**src/rtl/serial_bit_feeder.sv**
```systemverilog
// Parallel-to-serial feeder for the sequence detector: takes WIDTH-bit words over
// valid/ready and plays them out one bit per clock, back-to-back when possible.
module serial_bit_feeder #(
  parameter int WIDTH     = 8,
  parameter bit MSB_FIRST = 1'b1,
  parameter bit IDLE_BIT  = 1'b0
) (
  input  logic             clk,
  input  logic             rst,
  input  logic [WIDTH-1:0] din,
  input  logic             din_valid,
  output logic             din_ready,
  output logic             x_out,
  output logic             x_valid,
  output logic             frame_start,
  output logic             busy
);

  localparam int CW = $clog2(WIDTH);
  localparam logic [CW-1:0] LAST = CW'(WIDTH - 1);

  typedef enum logic {IDLE, SHIFT} state_t;

  state_t           state, state_nxt;
  logic [WIDTH-1:0] shreg;
  logic [CW-1:0]    cnt;
  logic             last, accept, load, advance;

  // The bit that goes out next, and the word left over once it has gone.
  function automatic logic head(input logic [WIDTH-1:0] w);
    return MSB_FIRST ? w[WIDTH-1] : w[0];
  endfunction

  function automatic logic [WIDTH-1:0] drop(input logic [WIDTH-1:0] w);
    return MSB_FIRST ? {w[WIDTH-2:0], 1'b0} : {1'b0, w[WIDTH-1:1]};
  endfunction

  assign last      = (state == SHIFT) && (cnt == LAST);
  assign din_ready = !rst && ((state == IDLE) || last);
  assign accept    = din_valid && din_ready;
  assign busy      = (state == SHIFT);

  always_ff @(posedge clk) begin
    if (rst) state <= IDLE;
    else     state <= state_nxt;
  end

  always_comb begin
    state_nxt = state;
    load      = 1'b0;
    advance   = 1'b0;
    case (state)
      IDLE: begin
        if (accept) begin
          load      = 1'b1;
          state_nxt = SHIFT;
        end
      end
      SHIFT: begin
        if (!last)       advance   = 1'b1;
        else if (accept) load      = 1'b1;  // seamless reload on the final bit
        else             state_nxt = IDLE;
      end
      default: state_nxt = IDLE;
    endcase
  end

  // Outputs are loaded straight from the incoming word so the first bit
  // appears on the cycle right after the accept edge.
  always_ff @(posedge clk) begin
    if (rst) begin
      shreg       <= '0;
      cnt         <= '0;
      x_out       <= IDLE_BIT;
      x_valid     <= 1'b0;
      frame_start <= 1'b0;
    end else if (load) begin
      shreg       <= drop(din);
      cnt         <= '0;
      x_out       <= head(din);
      x_valid     <= 1'b1;
      frame_start <= 1'b1;
    end else if (advance) begin
      shreg       <= drop(shreg);
      cnt         <= cnt + CW'(1);
      x_out       <= head(shreg);
      x_valid     <= 1'b1;
      frame_start <= 1'b0;
    end else begin
      cnt         <= '0;
      x_out       <= IDLE_BIT;
      x_valid     <= 1'b0;
      frame_start <= 1'b0;
    end
  end

endmodule

```
**config.mk**
```make
export PLATFORM = sky130hd
export DESIGN_NAME = serial_bit_feeder
export DESIGN_NICKNAME = d
export VERILOG_FILES = /design/src/rtl/serial_bit_feeder.sv
export SDC_FILE = /design/constraint.sdc
export NUM_CORES = 1
export LEC_CHECK = 0
export CORE_AREA = 4 4 41 43
export DETAILED_ROUTE_END_ITERATION = 12
export DIE_AREA = 0 0 45 47
export PLACE_DENSITY = 0.77
export REMOVE_ABC_BUFFERS = 1
export SLEW_MARGIN = 20
export SYNTH_ARGS = -nofsm -noshare
export SYNTH_HDL_FRONTEND = slang
export SYNTH_SLANG_ARGS = --single-unit
```
**constraint.sdc**
```tcl
create_clock -name clk -period 4.06 [get_ports clk]
set_input_delay 0.812 -clock clk [delete_from_list [all_inputs] [get_ports clk]]
set_output_delay 0.812 -clock clk [all_outputs]
set_load 0.01 [all_outputs]
```
==> results of run 1 <==
[placed cells by master, fill, tap and decap left out]
cell	count
nor3_1	2
clkdlybuf4s50_1	15
a211oi_2	6
ha_1	2
and2_1	1
nor3b_2	2
nor2_1	10
buf_4	1
mux2i_1	7
a21oi_2	1
nand2b_4	1
clkbuf_4	3
dfxtp_1	14
and2b_4	1
nand2_1	1
nand3_2	1
clkbuf_8	1
[final cells by class]
cell class	instances	area, um2	share of cell area (%)
sequential	14	280	35.6
tap	15	18.8	2.38
multi-input combinational	35	295	37.5
clock buffer	4	36.3	4.60
timing repair buffer	16	158	20.0
[power by group]
group          leakage (nW)  switching (W)  internal [W]   total, W
combinational         0.183      0.0000205     0.0000263  0.0000468
clock                0.0210      0.0000453     0.0000545  0.0000998
sequential            0.116     0.00000412      0.000146   0.000150
total                 0.319      0.0000699      0.000227   0.000297
[how the worst max path moves through the flow]
stage | end | slack, ns | startpoint
2_1_floorplan | din_ready | 2.25 | rst
3_3_place_gp | din_ready | 1.16 | rst
3_5_place_dp | din_ready | 1.16 | rst
4_1_cts | din_ready | 1.16 | rst
5_1_grt | din_ready | 1.09 | rst
6_report | din_ready | 1.17 | rst
[critical path, stage by stage]
cell	delay, ns
clkdlybuf4s50_1	0.39
buf_4	0.19
nor2_1	0.13
clkdlybuf4s50_1	0.54
[stage by stage]
| step | std cells | hold slack [ns] | setup slack, ns |
|---|---|---|---|
| after CTS | 84 | 0.443 | 1.16 |
| after floorplan | 49 | 0.404 | 2.25 |
| final | 84 | 0.432 | 1.17 |
| after global routing | 84 | 0.469 | 1.09 |
| after global placement | 80 | 0.425 | 1.16 |
| after detailed placement | 80 | 0.430 | 1.16 |
[per-layer routing]
metal | share of wire (%) | GRT usage [%] | wire length [um] | up-vias
li1 | - | - | - | 217
met1 | 43 | 12.6 | 429 | 182
met2 | 49 | 18.9 | 480 | 13
met3 | 7.1 | 2.30 | 70 | 2
met4 | 0.91 | 10.5 | 9 | 0
met5 | 0 | 0 | 0 | -
[Yosys cell counts]
library cell,n
dfxtp_1,14
nor2_1,10
mux2i_1,7
a211oi_2,6
buf_6,2
ha_1,2
nor3_1,2
nor3b_2,2
a21oi_2,1
and2_1,1
and2b_4,1
buf_12,1
buf_2,1
nand2_1,1
nand2b_4,1
nand3_2,1
[logic make-up (layout without fill, tap and decap cells)]
family / after synthesis / in the layout / share of synthesized area [%]
buffers and inverters: 4 / 20 / 7.63
DFF: 14 / 14 / 45.0
and+or+nand+nor: 19 / 19 / 18.7
muxes: 7 / 7 / 11.2
adders and majority gates: 2 / 2 / 4.02
AOI/OAI and AO/OA: 7 / 7 / 13.5
[sequential cells by signal, summed over array words and instances, names as in the netlist]
name         cells
x_out            1
cnt              3
shreg            7
x_valid          1
busy             1
frame_start      1
==> impl_metrics.toml, run 1 <==
[timing]
fmax_ghz = 0.346
setup_tns_ns = 0
timing_hold_violations_final = 0
slew_headroom_pct = 65.9
fin_skew_ns = 0.00634
grt_setup_unrepaired = "no"
period_needed_ns = 2.89
fin_crit_sh_pct = 71.2
tightestPinTransition_ns = 0.510
setup_viol = 0
slew_viol_final = 0

[power_and_ir_drop]
power.total_w = 0.000297
worst_ir_drop_vdd_uv = 223
powerDensity_nw_per_um2 = 377
p_leak_nw = 0.319

[critical_path]
reg2regPathDepth = 5
timing.rr.start = "cnt[0]$_SDFF_PP0_"
cp_max_fo = 14
r2r_slack_ns = 2.79
r2r_end = "shreg[3]$_SDFFE_PP0P_"
critPathKind = "in -> out"
crit_path_start_kind = "input pin"
crit_required_ns = 3.25
arrival_ns = 2.08
end_kind = "output port"

[clocking]
cts_hold_buffers = 0
cts-resized-gates = 0
clkTransAtPathRegs_ns = 0.08
cts_buffer_depth = 2
cts_inserted_buffers = 3
clockRootBuffer = "clkbuf_4"
cts_tree = "built"
h-tree-depth = 1
clock_latency_ns = 0.28
post_cts_buffers = 0
clock-sinks = 14

[run_status]
status = "finished, final reports clean"

[floorplan]
initial_core_util_pct = 47.9
row_count = 13
core_area_um2 = 1300
fp.dieArea_um2 = 2120
dieHeight_um = 47
die_w_um = 45
num_io_pins = 16

[synth]
ys_types = 16
syn_avg_cell_area_um2 = 11.8
synth_area_leaders = "dfxtp_1 (45%), a211oi_2 (12%), mux2i_1 (11%)"
yosys.area.top_type = "dfxtp_1"
netlist_instances = 53
ys_seq_elements = 14
yosysTopAreaCellShare_pct = 45.0
syn_area_um2 = 623
yosysWarnings = 0
ys_seq_area_share_pct = 45.0

[global_route]
grt_max_degree = 17
grt_pass1_vias = 400
antenna_found_initial = 0
overflow = 0
grt_util_all_layers_pct = 11.5
grt_first_pass_wirelength_mm = 1.64

[detailed_routing]
wl_per_cell_um = 11.8
drtPass1Iterations = 1
routed_via_density = 4.93
vias = 414
ant_nets = 0
drtIter0Drc = 0
drt_wl_total_um = 989
drc = 0

[place]
post_dp_cell_area_um2 = 752
place_hpwl_um = 693
portBuffers = 15
routabilityCongestion = 0.640

[cells_and_area]
final_cell_area_um2 = 788
fill_cells = 124
postLayoutCoreUtil_pct = 60.6
nets = 83
area_growth_pct = 26.5
drive_above_1_share_pct = 24.6
n_antenna_cell = 0

[flow_run]
maxCapViolations = 0

[worst_hold_path]
min-delay-start = "cnt[0]$_SDFF_PP0_"
holdPathStages = 1
hold_path.class = "reg -> reg"
holdPathEnd = "cnt[0]$_SDFF_PP0_"
Note: power is estimated with default switching activity, not from simulation.
==> inputs of run 2 (changes only) <==
--- a/config.mk
+++ b/config.mk
@@ -5,10 +5,10 @@
 export SDC_FILE = /design/constraint.sdc
 export NUM_CORES = 1
 export LEC_CHECK = 0
-export CORE_AREA = 4 4 41 43
+export CORE_MARGIN = 4
+export CORE_UTILIZATION = 45
 export DETAILED_ROUTE_END_ITERATION = 12
-export DIE_AREA = 0 0 45 47
-export PLACE_DENSITY = 0.77
+export PLACE_DENSITY = 0.74
 export REMOVE_ABC_BUFFERS = 1
 export SLEW_MARGIN = 20
 export SYNTH_ARGS = -nofsm -noshare
==> constraint.sdc (replaced) <==
create_clock -name clk -period 3 [get_ports clk]
set_input_delay 0.6 -clock clk [delete_from_list [all_inputs] [get_ports clk]]
set_output_delay 0.6 -clock clk [all_outputs]
set_load 0.01 [all_outputs]
==> run 2 against run 1 <==
  * Power rose by 34%
  * Sequential power grew 35%
  * Sequential cell count did not move
  * Non-clock buffer count did not move
  * Critical path depth is 1 higher
  * Core utilization did not move
  * Critical path type is now reg -> out
  * Largest power group unchanged
==> impl_metrics.toml, run 2 (synthesized netlist as in run 1, its figures left out) <==
[power_and_ir_drop]
powerDensity_nw_per_um2 = 506
power.total_w = 0.000399
swShare_pct = 23.0
p_leak_nw = 0.319
p_int_w = 0.000307
worst_ir_drop_vdd_uv = 319
p_clk_share_pct = 33.0
sequentialPowerShare_pct = 51.0
switchingPower_w = 0.0000917
pwr-share-comb_pct = 16.0

[place]
routabilityCongestion = 0.657
pre_cts_slack_ns = 0.642
place_hpwl_um = 699
portBuffers = 15
dp.cells = 80

[floorplan]
core_area_um2 = 1300
initial_core_util_pct = 47.9
num_io_pins = 16
die_w_um = 45.2
dieHeight_um = 45.2
row_count = 13
fp.dieArea_um2 = 2040

[clocking]
post_cts_buffers = 0
clockRootBuffer = "clkbuf_4"
cts_tree = "built"
clock_latency_ns = 0.28
cts_hold_buffers = 0
clock-sinks = 14
clkTransAtPathRegs_ns = 0.08
h-tree-depth = 1
cts_buffer_depth = 2
cts_inserted_buffers = 3
cts-resized-gates = 0

[critical_path]
path_buf_inv = 1
arrival_ns = 1.81
crit_path_frequent_cell = "ha_1"
timing.rr.start = "cnt[0]$_SDFF_PP0_"
path_cells = "ha_1 -> ha_1 -> and2b_4 -> nor2_1 -> clkdlybuf4s50_1"
cpPeakStageDelay_ns = 0.56
reg2regPathDepth = 5
r2r_slack_ns = 1.74
path_delay_family = "buffers and inverters"
crit_required_ns = 2.40
critPathKind = "reg -> out"
crit_slowest_cell = "clkdlybuf4s50_1"
crit_path_start_kind = "register"
cp_max_fo = 4
end_kind = "output port"
r2r_end = "shreg[3]$_SDFFE_PP0P_"

[detailed_routing]
wl_per_cell_um = 11.4
ant_nets = 0
routed_via_density = 5.02
vias = 422
drc = 0
drtPass1Iterations = 4
drtIter0Drc = 13
drt_wl_total_um = 956

[worst_hold_path]
holdPathStages = 1
holdPathEnd = "cnt[0]$_SDFF_PP0_"
hold_path.class = "reg -> reg"
min-delay-start = "cnt[0]$_SDFF_PP0_"

[cells_and_area]
largest_reg_flops = 7
nets = 83
largest_registers = "shreg (7), cnt (3)"
instances_no_fill = 84
drive_above_1_share_pct = 24.6
mostFrequentLayoutCell = "clkdlybuf4s50_1"
final_cell_mix = "clkdlybuf4s50_1 (15), dfxtp_1 (14), nor2_1 (10)"
area_growth_pct = 26.5
regMostFlops = "shreg"
n_antenna_cell = 0

[timing]
setup_viol = 0
slew_headroom_pct = 64.2
tightestPinTransition_ns = 0.536
fmax_ghz = 0.415
slew_viol_final = 0
period_needed_ns = 2.41
timing_hold_violations_final = 0
fin_skew_ns = 0.00660
setup_ws_ns = 0.591
fin_crit_sh_pct = 80.3
grt_setup_unrepaired = "no"
hold_ws_ns = 0.424
setup_tns_ns = 0

[global_route]
grt_pass1_vias = 345
grt_util_all_layers_pct = 10.9
antenna_found_initial = 0
grt_max_degree = 17
grt_first_pass_wirelength_mm = 1.48
overflow = 0

[flow_run]
maxCapViolations = 0

[run_status]
status = "finished, final reports clean"
[run 2: cell counts in the layout (fill, tap and decap cells not counted)]
Identical to the previous run, type by type.
[run 2: cell type report]
| type | instances | area (um2) |
|---|---|---|
| Clock buffer | 4 | 36.3 |
| Fill cell | 121 | 513 |
| Multi-Input combinational cell | 35 | 295 |
| Sequential cell | 14 | 280 |
| Tap cell | 15 | 18.8 |
| Timing Repair Buffer | 16 | 158 |
[run 2: through the flow]
| step | util, % | cell area, um2 |
|---|---|---|
| 2_1_floorplan | - | 576 |
| 3_3_place_gp | 57.8 | 752 |
| 3_5_place_dp | 57.8 | 752 |
| 4_1_cts | 60.6 | 788 |
| 5_1_grt | 60.6 | 788 |
| 6_report | 60.6 | 788 |
[run 2: routing by layer]
metal | GRT usage (%) | share of wire [%]
met3 | 3.59 | 8.3
met5 | 0 | 0
met4 | 10.5 | 3.8
met1 | 11.9 | 46
met2 | 16.1 | 42
[run 2: how the worst max path moves through the flow]
stage | to | depth (start not counted) | slack [ns] | startpoint
3_3_place_gp | din_ready | 3 | 0.66 | rst
5_1_grt | din_ready | 5 | 0.45 | cnt[0]$_SDFF_PP0_
2_1_floorplan | din_ready | 4 | 1.43 | cnt[0]$_SDFF_PP0_
6_report | din_ready | 5 | 0.59 | cnt[0]$_SDFF_PP0_
4_1_cts | din_ready | 5 | 0.56 | cnt[0]$_SDFF_PP0_
3_5_place_dp | din_ready | 3 | 0.64 | rst
[run 2: power groups by stage]
stage / clock, W / sequential [W] / combinational [W]
after floorplan: 0 / 0.000209 / 0.0000303
after global placement: 0 / 0.000208 / 0.0000636
after detailed placement: 0 / 0.000208 / 0.0000645
after CTS: 0.000137 / 0.000204 / 0.0000647
after global routing: 0.000144 / 0.000205 / 0.0000690
final: 0.000132 / 0.000203 / 0.0000637
